===== config.mk =====
export PLATFORM = sky130hd
export DESIGN_NAME = usb_readback_merger_flat
export DESIGN_NICKNAME = d
export VERILOG_FILES = /design/src/rtl/usb_rdbk_pkg.sv /design/src/rtl/usb_readback_merger_if.sv /design/src/rtl/usb_rdbk_timer.sv /design/src/rtl/usb_readback_merger.sv /design/src/flat_wrapper.sv
export SDC_FILE = /design/constraint.sdc
export NUM_CORES = 1
export LEC_CHECK = 0
export BUFFER_PORTS_ARGS = -buffer_cell sky130_fd_sc_hd__buf_2
export CORE_ASPECT_RATIO = 0.5
export CORE_MARGIN = 4
export CORE_UTILIZATION = 40
export CTS_CLUSTER_DIAMETER = 50
export CTS_CLUSTER_SIZE = 30
export DETAILED_ROUTE_END_ITERATION = 12
export GPL_TIMING_DRIVEN = 1
export PLACE_DENSITY = 0.7
export SYNTH_ARGS = -nofsm -noshare
export SYNTH_HDL_FRONTEND = slang
export SYNTH_SLANG_ARGS = --single-unit

===== constraint.sdc =====
create_clock -name clk -period 3.2 [get_ports clk]
set_input_delay 0.64 -clock clk [delete_from_list [all_inputs] [get_ports clk]]
set_output_delay 0.64 -clock clk [all_outputs]
set_load 0.05 [all_outputs]

===== src/rtl/usb_rdbk_pkg.sv =====
// Shared types and constants for the USB read-return merger.
package usb_rdbk_pkg;

  localparam int RSP_W = 32;
  localparam logic [RSP_W-1:0] ERR_WORD_DEFAULT = 32'hDEAD_BEEF;

  typedef enum logic [2:0] {
    IDLE,
    REG_RD,
    REG_WAIT,
    MEM_RD,
    MEM_WAIT,
    RESP
  } rdbk_state_t;

endpackage


===== src/rtl/usb_readback_merger_if.sv =====
// Request, register-file, memory and response signals of the read-return path.
// The slave modport is the merger's view; master is the surrounding logic.
interface usb_readback_merger_if #(
  parameter int ADDR_W = 32,
  parameter int REG_AW = 8,
  parameter int MEM_W  = 32,
  parameter int REG_W  = 8
);

  logic              req_valid;
  logic              req_ready;
  logic              req_reg_mem;
  logic [ADDR_W-1:0] req_addr;

  logic              mem_rd_en;
  logic [ADDR_W-1:0] mem_rd_addr;
  logic              mem_rd_valid;
  logic [MEM_W-1:0]  mem_rd_data;

  logic              reg_rd_en;
  logic [REG_AW-1:0] reg_rd_addr;
  logic [REG_W-1:0]  reg_rd_data;

  logic              rsp_valid;
  logic              rsp_ready;
  logic [31:0]       rsp_data;
  logic              rsp_err;

  modport slave (
    input  req_valid, req_reg_mem, req_addr,
    input  mem_rd_valid, mem_rd_data, reg_rd_data, rsp_ready,
    output req_ready, mem_rd_en, mem_rd_addr, reg_rd_en, reg_rd_addr,
    output rsp_valid, rsp_data, rsp_err
  );

  modport master (
    output req_valid, req_reg_mem, req_addr,
    output mem_rd_valid, mem_rd_data, reg_rd_data, rsp_ready,
    input  req_ready, mem_rd_en, mem_rd_addr, reg_rd_en, reg_rd_addr,
    input  rsp_valid, rsp_data, rsp_err
  );

endinterface


===== src/rtl/usb_rdbk_timer.sv =====
// MEM_WAIT timeout counter. The module only exists when USB_RDBK_TIMEOUT_EN is defined.
`ifdef USB_RDBK_TIMEOUT_EN
module usb_rdbk_timer #(
  parameter int TIMEOUT_CYCLES = 256
) (
  input  logic clk,
  input  logic rst,
  input  logic clear,
  input  logic enable,
  output logic expired
);

  localparam int CW = $clog2(TIMEOUT_CYCLES + 1);

  logic [CW-1:0] count;

  // expired marks the TIMEOUT_CYCLES-th enabled cycle; the counter parks there.
  assign expired = enable && (count == CW'(TIMEOUT_CYCLES - 1));

  always_ff @(posedge clk or posedge rst) begin
    if (rst) begin
      count <= '0;
    end else if (clear) begin
      count <= '0;
    end else if (enable && !expired) begin
      count <= count + CW'(1);
    end
  end

endmodule
`endif


===== src/rtl/usb_readback_merger.sv =====
// Read-return path: one host read to register file or memory, zero-extended onto a
// valid/ready response. Define USB_RDBK_TIMEOUT_EN to enable the MEM_WAIT timeout.
module usb_readback_merger
  import usb_rdbk_pkg::*;
#(
  parameter int              ADDR_W         = 32,
  parameter int              REG_AW         = 8,
  parameter int              MEM_W          = 32,
  parameter int              REG_W          = 8,
  parameter int              TIMEOUT_CYCLES = 256,
  parameter logic [RSP_W-1:0] ERR_WORD      = ERR_WORD_DEFAULT
) (
  input logic                  clk,
  input logic                  rst,
  usb_readback_merger_if.slave bus
);

  if (MEM_W > RSP_W || REG_W > RSP_W || TIMEOUT_CYCLES < 1) begin : g_bad_params
    $error("usb_readback_merger: data widths must be <= 32 and TIMEOUT_CYCLES >= 1");
  end

  rdbk_state_t       state, state_nx;
  logic [RSP_W-1:0]  data_nx;
  logic              err_nx;
  logic              accept;
  logic              timed_out;

  logic              req_ready_q;
  logic              mem_rd_en_q;
  logic              reg_rd_en_q;
  logic              rsp_valid_q;
  logic [RSP_W-1:0]  rsp_data_q;
  logic              rsp_err_q;
  logic [ADDR_W-1:0] mem_rd_addr_q;
  logic [REG_AW-1:0] reg_rd_addr_q;

  assign accept = (state == IDLE) && bus.req_valid && req_ready_q;

`ifdef USB_RDBK_TIMEOUT_EN
  logic timer_clear;
  logic timer_enable;

  assign timer_clear  = (state == MEM_RD);
  assign timer_enable = (state == MEM_WAIT);

  usb_rdbk_timer #(
    .TIMEOUT_CYCLES(TIMEOUT_CYCLES)
  ) u_timer (
    .clk    (clk),
    .rst    (rst),
    .clear  (timer_clear),
    .enable (timer_enable),
    .expired(timed_out)
  );
`else
  assign timed_out = 1'b0;
`endif

  // NOTE: sequential state uses non-blocking assignments so every flop samples pre-edge values.
  always_ff @(posedge clk or posedge rst) begin
    if (rst) begin
      state <= IDLE;
    end else begin
      state <= state_nx;
    end
  end

  always_comb begin
    // NOTE: defaults first so no path through the case leaves a variable unassigned (no latches).
    state_nx = state;
    data_nx  = rsp_data_q;
    err_nx   = rsp_err_q;
    unique case (state)
      IDLE: begin
        if (accept) begin
          state_nx = bus.req_reg_mem ? REG_RD : MEM_RD;
        end
      end
      REG_RD: state_nx = REG_WAIT;
      REG_WAIT: begin
        data_nx  = RSP_W'(bus.reg_rd_data);
        err_nx   = 1'b0;
        state_nx = RESP;
      end
      MEM_RD: state_nx = MEM_WAIT;
      MEM_WAIT: begin
        // Data arriving on the timeout cycle still wins over the error word.
        if (bus.mem_rd_valid) begin
          data_nx  = RSP_W'(bus.mem_rd_data);
          err_nx   = 1'b0;
          state_nx = RESP;
        end else if (timed_out) begin
          data_nx  = ERR_WORD;
          err_nx   = 1'b1;
          state_nx = RESP;
        end
      end
      RESP: begin
        if (bus.rsp_ready) begin
          state_nx = IDLE;
        end
      end
      default: state_nx = IDLE;
    endcase
  end

  // Outputs are decoded from the next state so each strobe is a clean one-cycle flop output.
  always_ff @(posedge clk or posedge rst) begin
    if (rst) begin
      req_ready_q   <= 1'b0;
      mem_rd_en_q   <= 1'b0;
      reg_rd_en_q   <= 1'b0;
      rsp_valid_q   <= 1'b0;
      rsp_data_q    <= '0;
      rsp_err_q     <= 1'b0;
      mem_rd_addr_q <= '0;
      reg_rd_addr_q <= '0;
    end else begin
      req_ready_q <= (state_nx == IDLE);
      reg_rd_en_q <= (state_nx == REG_RD);
      mem_rd_en_q <= (state_nx == MEM_RD);
      rsp_valid_q <= (state_nx == RESP);
      rsp_data_q  <= data_nx;
      rsp_err_q   <= err_nx;
      if (accept) begin
        if (bus.req_reg_mem) begin
          reg_rd_addr_q <= bus.req_addr[REG_AW-1:0];
        end else begin
          mem_rd_addr_q <= bus.req_addr;
        end
      end
    end
  end

  assign bus.req_ready   = req_ready_q;
  assign bus.mem_rd_en   = mem_rd_en_q;
  assign bus.mem_rd_addr = mem_rd_addr_q;
  assign bus.reg_rd_en   = reg_rd_en_q;
  assign bus.reg_rd_addr = reg_rd_addr_q;
  assign bus.rsp_valid   = rsp_valid_q;
  assign bus.rsp_data    = rsp_data_q;
  assign bus.rsp_err     = rsp_err_q;

endmodule


===== src/flat_wrapper.sv =====
// flat-port wrapper written by rule: the top's interface ports become plain ports
module usb_readback_merger_flat import usb_rdbk_pkg::*;
#(
  parameter int              ADDR_W         = 32,
  parameter int              REG_AW         = 8,
  parameter int              MEM_W          = 32,
  parameter int              REG_W          = 8,
  parameter int              TIMEOUT_CYCLES = 256,
  parameter logic [RSP_W-1:0] ERR_WORD      = ERR_WORD_DEFAULT
)
  (clk, rst, bus_req_valid, bus_req_reg_mem, bus_req_addr, bus_mem_rd_valid, bus_mem_rd_data, bus_reg_rd_data, bus_rsp_ready, bus_req_ready, bus_mem_rd_en, bus_mem_rd_addr, bus_reg_rd_en, bus_reg_rd_addr, bus_rsp_valid, bus_rsp_data, bus_rsp_err);
  usb_readback_merger_if #(.ADDR_W(ADDR_W), .REG_AW(REG_AW), .MEM_W(MEM_W), .REG_W(REG_W)) bus_i ();
  input logic clk;
  input logic rst;
  input wire logic [$bits(bus_i.req_valid)-1:0] bus_req_valid;
  input wire logic [$bits(bus_i.req_reg_mem)-1:0] bus_req_reg_mem;
  input wire logic [$bits(bus_i.req_addr)-1:0] bus_req_addr;
  input wire logic [$bits(bus_i.mem_rd_valid)-1:0] bus_mem_rd_valid;
  input wire logic [$bits(bus_i.mem_rd_data)-1:0] bus_mem_rd_data;
  input wire logic [$bits(bus_i.reg_rd_data)-1:0] bus_reg_rd_data;
  input wire logic [$bits(bus_i.rsp_ready)-1:0] bus_rsp_ready;
  output wire logic [$bits(bus_i.req_ready)-1:0] bus_req_ready;
  output wire logic [$bits(bus_i.mem_rd_en)-1:0] bus_mem_rd_en;
  output wire logic [$bits(bus_i.mem_rd_addr)-1:0] bus_mem_rd_addr;
  output wire logic [$bits(bus_i.reg_rd_en)-1:0] bus_reg_rd_en;
  output wire logic [$bits(bus_i.reg_rd_addr)-1:0] bus_reg_rd_addr;
  output wire logic [$bits(bus_i.rsp_valid)-1:0] bus_rsp_valid;
  output wire logic [$bits(bus_i.rsp_data)-1:0] bus_rsp_data;
  output wire logic [$bits(bus_i.rsp_err)-1:0] bus_rsp_err;
  assign bus_i.req_valid = bus_req_valid;
  assign bus_i.req_reg_mem = bus_req_reg_mem;
  assign bus_i.req_addr = bus_req_addr;
  assign bus_i.mem_rd_valid = bus_mem_rd_valid;
  assign bus_i.mem_rd_data = bus_mem_rd_data;
  assign bus_i.reg_rd_data = bus_reg_rd_data;
  assign bus_i.rsp_ready = bus_rsp_ready;
  assign bus_req_ready = bus_i.req_ready;
  assign bus_mem_rd_en = bus_i.mem_rd_en;
  assign bus_mem_rd_addr = bus_i.mem_rd_addr;
  assign bus_reg_rd_en = bus_i.reg_rd_en;
  assign bus_reg_rd_addr = bus_i.reg_rd_addr;
  assign bus_rsp_valid = bus_i.rsp_valid;
  assign bus_rsp_data = bus_i.rsp_data;
  assign bus_rsp_err = bus_i.rsp_err;
  usb_readback_merger #(.ADDR_W(ADDR_W), .REG_AW(REG_AW), .MEM_W(MEM_W), .REG_W(REG_W), .TIMEOUT_CYCLES(TIMEOUT_CYCLES), .ERR_WORD(ERR_WORD)) u_core (.clk(clk), .rst(rst), .bus(bus_i));
endmodule

======== After elaboration in Yosys (flattened, before gate mapping) ========
Cells that the tools add are included.
cells by class
  multiplexer cells ....................... 9
  bitwise logic cells ..................... 1
  equal/unequal tests ..................... 9
  reductions and logical operators ........ 8
operators by type and width
  cell                  count
  $pmux W32 S2          1
  $mux W32              1
  $pmux W3 S6           1
  $eq A3 B2 Y1 const B  3
  $eq A3 B3 Y1 const B  3
  $mux W3               3
  $eq A3 B1 Y1 const B  2
  $logic_not A3 Y1      2
  $reduce_and A2 Y1     3
  $logic_and A1 B1 Y1   2
  $mux W2               1
  $ne A2 B2 Y1 const B  1
  $pmux W1 S2           1
  $reduce_bool A2 Y1    1
  $mux W1               1
  $not A1 Y1            1
word-level totals
  output and inout port bits .............. 77
  bits in registers ....................... 80
  input port bits ......................... 78

======== Depth between registers and ports, before layout ========
Gate-level depths: netlist of run 1.
  depth after elaboration ................. 6
  mapped depth ............................ 6
  depth with buffers taken out ............ 3

======== Worst setup path after synthesis of run 1 ========
OpenSTA, ideal clock, no wires.
  path type ............................... register -> register
  start point ............................. register u_core.req_ready_q (netlist: u_core.bus.req_ready)
  end point ............................... register u_core.mem_rd_addr_q[10] (netlist: u_core.bus.mem_rd_addr[10])
  library setup time ...................... 0.125 ns
  setup slack ............................. 1.451 ns
  clock period less this slack ............ 1.749 ns
  stages on the path, launching flop included .. 6
  arrival time ............................ 1.623 ns
  path buffers ............................ 2
  cell sequence ........................... dfrtp_1 -> and2_1 -> and4bb_1 -> buf_6 -> buf_6 -> mux2_4
between the ends
  longest elaborated chain between the ends .. 2
RTL lines
  element                      line                        text
  from (decl)                  usb_readback_merger.sv:28   logic req_ready_q;
  from (signal assigned)       usb_readback_merger.sv:119  req_ready_q <= (state_nx == IDLE);
  $logic_and A1 B1 Y1          usb_readback_merger.sv:37   assign accept = (state == IDLE) && bus.req_valid && req_ready_q;
  $reduce_and A2 Y1 (no line)  --
  to (signal assigned)         usb_readback_merger.sv:129  mem_rd_addr_q <= bus.req_addr;
  to (decl)                    usb_readback_merger.sv:34   logic [ADDR_W-1:0] mem_rd_addr_q;
No other way between the ends.
A chain may end at the register's enable or synchronous reset.

======== Final worst setup path of run 1 ========
  start point ............................. register u_core.state[2]
  end point ............................... register u_core.mem_rd_addr_q[18] (netlist: u_core.bus.mem_rd_addr[18])
between the ends
  longest elaborated chain between the ends .. 4
RTL lines
  element                            line                       text
  from (decl)                        usb_readback_merger.sv:22  rdbk_state_t state, state_nx;
  from (signal assigned)             usb_readback_merger.sv:64  state <= state_nx;
  $logic_not A3 Y1                   usb_readback_merger.sv:37
  $logic_and A1 B1 Y1 (2 in series)  usb_readback_merger.sv:37
  $reduce_and A2 Y1 (no line)        --
No other way between the ends.

==> results of run 1 <==
metal layers:
metal	global-route usage, %	share of wire, %	vias to the layer above	wire length [um]
met1	17.1	41	1076	3030
li1	-	-	1121	-
met5	0	0	-	0
met4	4.88	1.8	0	137
met2	26.1	52	65	3870
met3	5.72	5.6	15	418
state kept, by name (all words and copies together) (netlist names):
name                    flops
u_core.bus.reg_rd_addr      8
u_core.bus.reg_rd_en        1
u_core.bus.mem_rd_en        1
u_core.bus.mem_rd_addr     32
u_core.bus.req_ready        1
u_core.bus.rsp_valid        1
u_core.bus.rsp_data        32
u_core.state                3
cells in the mapped netlist, drive strengths merged:
cell type	instances
nand3b	2
o21ai	1
nand4	1
a21oi	2
dfrtp	79
a22o	1
and4bb	1
a21o	1
nor3b	1
buf	12
nand2	24
nor2	2
a21boi	1
and2	2
mux2i	24
conb	1
mux2	56
nor2b	1
inv	28
a2111oi	1
o22ai	1
nand2b	2
logic make-up after synthesis:
logic type      Yosys count  share of synthesized area [%]
simple gates             36                           5.30
mux                      80                           28.6
buf+inv                  40                           6.29
flops                    79                           57.8
compound gates            8                           1.90
other cells               1                          0.110
worst reg2reg max path, cell delays in order, from the launching register on:
cell and delay [ns]:
dfrtp_1 0.44, nor2_1 0.19, and4bb_2 0.72, buf_4 0.34
mux2_4 0.32
layout make-up:
| cell class | instances | area [um^2] |
|---|---|---|
| Fill cell | 718 | 3580 |
| Sequential cell | 79 | 1980 |
| Multi-Input combinational cell | 125 | 1230 |
| Timing Repair Buffer | 160 | 818 |
| Clock buffer | 13 | 260 |
| Tap cell | 112 | 140 |
| Inverter | 28 | 106 |
| Clock inverter | 3 | 65.1 |
through the flow:
stage | worst slack (ns) | cells | util, % | cell area [um^2] | hold slack (ns)
floorplan | 0.537 | 244 | - | 3420 | 0.616
global placement | 0.854 | 504 | 52.3 | 4270 | 0.485
detailed placement | 0.804 | 504 | 52.3 | 4270 | 0.488
CTS | 1.06 | 520 | 56.2 | 4600 | 0.426
global route | 0.990 | 520 | 56.2 | 4600 | 0.466
finish | 1.07 | 520 | 56.2 | 4600 | 0.411
how the worst max path moves through the flow:
stage,start,endpoint,cells past startpoint
after floorplan,rst,u_core.bus.mem_rd_addr[0]$_DFFE_PP0P_,1
after global placement,bus_req_valid,u_core.bus.mem_rd_addr[18]$_DFFE_PP0P_,5
after detailed placement,bus_req_valid,u_core.bus.mem_rd_addr[18]$_DFFE_PP0P_,5
after CTS,u_core.state[2]$_DFF_PP0_,u_core.bus.mem_rd_addr[18]$_DFFE_PP0P_,4
after global routing,u_core.state[2]$_DFF_PP0_,u_core.bus.mem_rd_addr[18]$_DFFE_PP0P_,4
final,u_core.state[2]$_DFF_PP0_,u_core.bus.mem_rd_addr[18]$_DFFE_PP0P_,4
==> results.py, run 1 <==
metrics = {
    "synthesis": {
        "syn_avg_cell_area_um2": 14.0,
        "seq_area_frac_synth_pct": 57.8,
        "yosysWarnings": 0,
        "yosys_register_bits": 79,
        "syn-cell-area_um2": 3420,
        "syn-num-nets": 322,
        "syn_inst": 244,
        "synthTopCellsByArea": "dfrtp_1 58%, mux2_4 13%, mux2i_1 7.0%, mux2_2 6.3%, inv_1 3.1%",
        "synth.distinct_cells": 27,
        "synth_top_area_cell": "dfrtp_1",
        "synth_top_area_share_pct": 57.8,
    },
    "routing": {
        "via_per_inst": 4.38,
        "route.vias.total": 2277,
        "drtAntennaViolNets": 0,
        "dr.pass1.iters": 4,
        "wl_per_cell_um": 14.3,
        "drc": 0,
        "wl_mm": 7.46,
        "drt_iter0_markers": 67,
    },
    "timing": {
        "fin_setup_tns_ns": 0,
        "finClkSkew_ns": 0.00458,
        "fmax_mhz": 470,
        "rsz0062_at_grt": "no",
        "min_period_over_period_pct": 66.4,
        "finalHoldViolations": 0,
        "tightest_slew_ns": 0.766,
        "relSlewSlack_pct": 48.9,
        "final.min_clock_period_ns": 2.13,
        "setup_violations": 0,
        "drv_slew": 0,
    },
    "global_route": {
        "grt_pass1_wl_mm": 11.8,
        "grt.total_usage_pct": 14.9,
        "grt_max_degree": 44,
        "grt_pass1_vias": 2472,
        "gr-total-overflow": 0,
        "antenna_found_initial": 0,
    },
    "clocking": {
        "clock_latency_ns": 0.32,
        "cts-buffers-inserted": 9,
        "cts_setup_buffers": 0,
        "cts_buffer_depth": 2,
        "htreeDepth": 3,
        "root_buffer": "clkbuf_16",
        "path_clk_slew_ns": 0.05,
        "cts_hold_buf": 0,
        "cts_tree": "done",
        "cts_resized": 0,
        "cts_num_sinks": 79,
    },
    "setup_path": {
        "ff2ff_setup_slack_ns": 1.07,
        "cp.arrival_ns": 2.33,
        "crit_path_start_kind": "register",
        "r2r-start": "u_core.state[2]$_DFF_PP0_",
        "crit_fanout": 20,
        "worstSetupPathType": "reg -> reg",
        "crit_slowest_cell": "and4bb_2",
        "cp.required_ns": 3.41,
        "crit_family": "simple AND/OR/NAND/NOR gates",
        "cp_cell_sequence": "nor2_1 -> and4bb_2 -> buf_4 -> mux2_4",
        "slowest_delay_ns": 0.72,
        "cp_num_buf_inv": 1,
        "reg2regPathDepth": 4,
        "reg2reg_to": "u_core.bus.mem_rd_addr[18]$_DFFE_PP0P_",
        "crit_path_end_kind": "register",
    },
    "layout": {
        "nets": 481,
        "layout_common_cells": "153 x buf_2, 79 x dfrtp_1, 29 x mux2_4",
        "final_common_cell": "buf_2",
        "drive_above_1_share_pct": 55.4,
        "num_antenna_cells": 0,
        "syn2layout_area_growth_pct": 34.3,
    },
    "worst_hold_path": {
        "hp-class": "in -> async",
    },
    "floorplan": {
        "die_w_um": 139,
        "chipHeight_um": 73.4,
        "start_util_pct": 41.9,
        "rows": 23,
        "core_area_um2": 8170,
        "die-area_um2": 10200,
        "boundaryPins": 155,
    },
    "placed_design": {
        "io_buffers": 153,
        "gp_congestion": 0.773,
        "hpwl_mm": 5.66,
    },
    "status": {
        "status": "finished clean",
    },
    "flow_run": {
        "maxCapViolCount": 0,
    },
}
Power of run 1 is not shown: default switching activity piles up to over one toggle a cycle in this logic, so the estimate is an artifact.
==> inputs of run 2 (changes only) <==
- clock period: 3.2 -> 2.05 ns (I/O delays scaled with it)
==> run 2 against run 1 <==
Effect of this change: cell area did not move; cell count did not move; via count rose by 1.8%; critical path depth fell by 1; worst setup slack got worse by 0.80 ns; non-clock buffer count rose by 1; flip-flop and latch count did not move; sequential share of layout area did not move; die area did not move.
==> results.py, run 2 (synthesized netlist as in run 1, its figures left out) <==
metrics = {
    "status": {
        "status": "finished clean",
    },
    "setup_path": {
        "slowest_delay_ns": 0.54,
        "cp.required_ns": 2.26,
        "cp.arrival_ns": 1.99,
        "crit_slowest_cell": "nor3b_4",
        "crit_fanout": 10,
        "cp_cell_sequence": "nor3b_4 -> mux2_1 -> mux2_2",
        "cp_num_buf_inv": 0,
        "crit_family": "multiplexers",
        "worstSetupPathType": "reg -> reg",
        "crit_path_end_kind": "register",
        "crit_path_start_kind": "register",
    },
    "floorplan": {
        "start_util_pct": 41.9,
        "core_area_um2": 8170,
        "chipHeight_um": 73.4,
        "rows": 23,
        "die-area_um2": 10200,
        "die_w_um": 139,
        "boundaryPins": 155,
    },
    "timing": {
        "min_period_over_period_pct": 86.8,
        "tightest_slew_ns": 0.555,
        "fmax_mhz": 562,
        "drv_slew": 0,
        "final.min_clock_period_ns": 1.78,
        "finClkSkew_ns": 0.00466,
        "finalHoldViolations": 0,
        "relSlewSlack_pct": 63.0,
        "hold_slack_ns": 0.102,
        "setup_violations": 0,
        "rsz0062_at_grt": "no",
        "fin_setup_tns_ns": 0,
    },
    "clocking": {
        "cts_buffer_depth": 2,
        "path_clk_slew_ns": 0.05,
        "htreeDepth": 3,
        "cts_hold_buf": 0,
        "cts_tree": "done",
        "clock_latency_ns": 0.33,
        "cts-buffers-inserted": 9,
        "cts_num_sinks": 79,
        "cts_setup_buffers": 0,
        "root_buffer": "clkbuf_16",
        "cts_resized": 0,
    },
    "global_route": {
        "gr-total-overflow": 0,
        "grt_max_degree": 40,
        "grt_pass1_wl_mm": 12.1,
        "grt.total_usage_pct": 15.2,
        "grt_pass1_vias": 2461,
        "antenna_found_initial": 0,
    },
    "layout": {
        "num_antenna_cells": 0,
        "drive_above_1_share_pct": 55.1,
        "final_common_cell": "buf_2",
        "syn2layout_area_growth_pct": 34.3,
        "nets": 482,
        "fin_area_um2": 4600,
        "layout_common_cells": "153 x buf_2, 79 x dfrtp_1, 29 x mux2_4",
        "fin_util_pct": 56.2,
    },
    "power_and_ir_drop": {
        "p_int_mw": 4.74,
        "p_clk_share_pct": 16.1,
        "p_leak_nw": 2.35,
        "power.density_nw_per_um2": 1990,
        "p_switching_mw": 4.40,
        "p_comb_share_pct": 54.7,
        "sw_frac_of_total_pct": 48.1,
        "ir_drop_v": 0.000776,
        "seqPwrFrac_pct": 29.1,
    },
    "routing": {
        "wl_mm": 7.53,
        "wl_per_cell_um": 14.5,
        "drt_iter0_markers": 107,
        "via_per_inst": 4.46,
        "drc": 0,
        "route.vias.total": 2318,
        "dr.pass1.iters": 4,
        "drtAntennaViolNets": 0,
    },
    "worst_hold_path": {
        "hp-class": "in -> async",
    },
    "placed_design": {
        "gp_congestion": 0.782,
        "placedInstanceArea_um2": 4320,
        "io_buffers": 153,
        "hpwl_mm": 5.55,
    },
    "flow_run": {
        "maxCapViolCount": 0,
    },
}
run 2: layout make-up:
class                   count  area (um^2)
inverters                  28          109
flip-flops and latches     79         1980
well taps                 112          140
multi-input cells         125         1230
fillers                   700         3580
repair buffers            161          863
clock buffers              15          278
run 2: final timing paths:
kind,startpoint,endpoint,slack [ns],cells after the start
setup / recovery,u_core.state[0]$_DFF_PP0_,u_core.bus.rsp_data[5]$_DFFE_PP0P_,0.27,3
hold / removal,rst,u_core.bus.mem_rd_addr[29]$_DFFE_PP0P_,0.10,2
setup reg to reg,u_core.state[0]$_DFF_PP0_,u_core.bus.rsp_data[5]$_DFFE_PP0P_,0.27,3
hold reg to reg,u_core.bus.reg_rd_addr[1]$_DFFE_PP0P_,u_core.bus.reg_rd_addr[1]$_DFFE_PP0P_,0.49,1
max in group asynchronous,rst,u_core.bus.rsp_data[2]$_DFFE_PP0P_,1.34,3
min in group clk,bus_req_addr[10],u_core.bus.mem_rd_addr[10]$_DFFE_PP0P_,0.31,2
run 2: stage by stage:
stage               setup WS (ns)  power, mW  instances
floorplan                   0.301       6.62        244
global placement            0.300       7.67        505
detailed placement          0.273       7.73        505
CTS                         0.266       9.25        520
global route                0.217       9.59        520
finish                      0.271       9.14        520
run 2: layer usage:
layer  global-route usage (%)  part of all wire (%)  up-vias
li1                         -                     -     1122
met1                     16.8                    40     1123
met2                     27.5                    53       59
met3                     5.59                   5.7       14
met4                     5.86                   1.8        0
met5                        0                     0        -
run 2: power groups by stage:
stage	logic, mW	registers [mW]	clock network (mW)
5_1_grt	5.24	2.76	1.59
2_1_floorplan	1.60	5.02	0
4_1_cts	5.07	2.67	1.52
6_report	5.00	2.66	1.47
3_5_place_dp	5.07	2.67	0
3_3_place_gp	5.00	2.66	0
(Power assumes the default switching activity.)
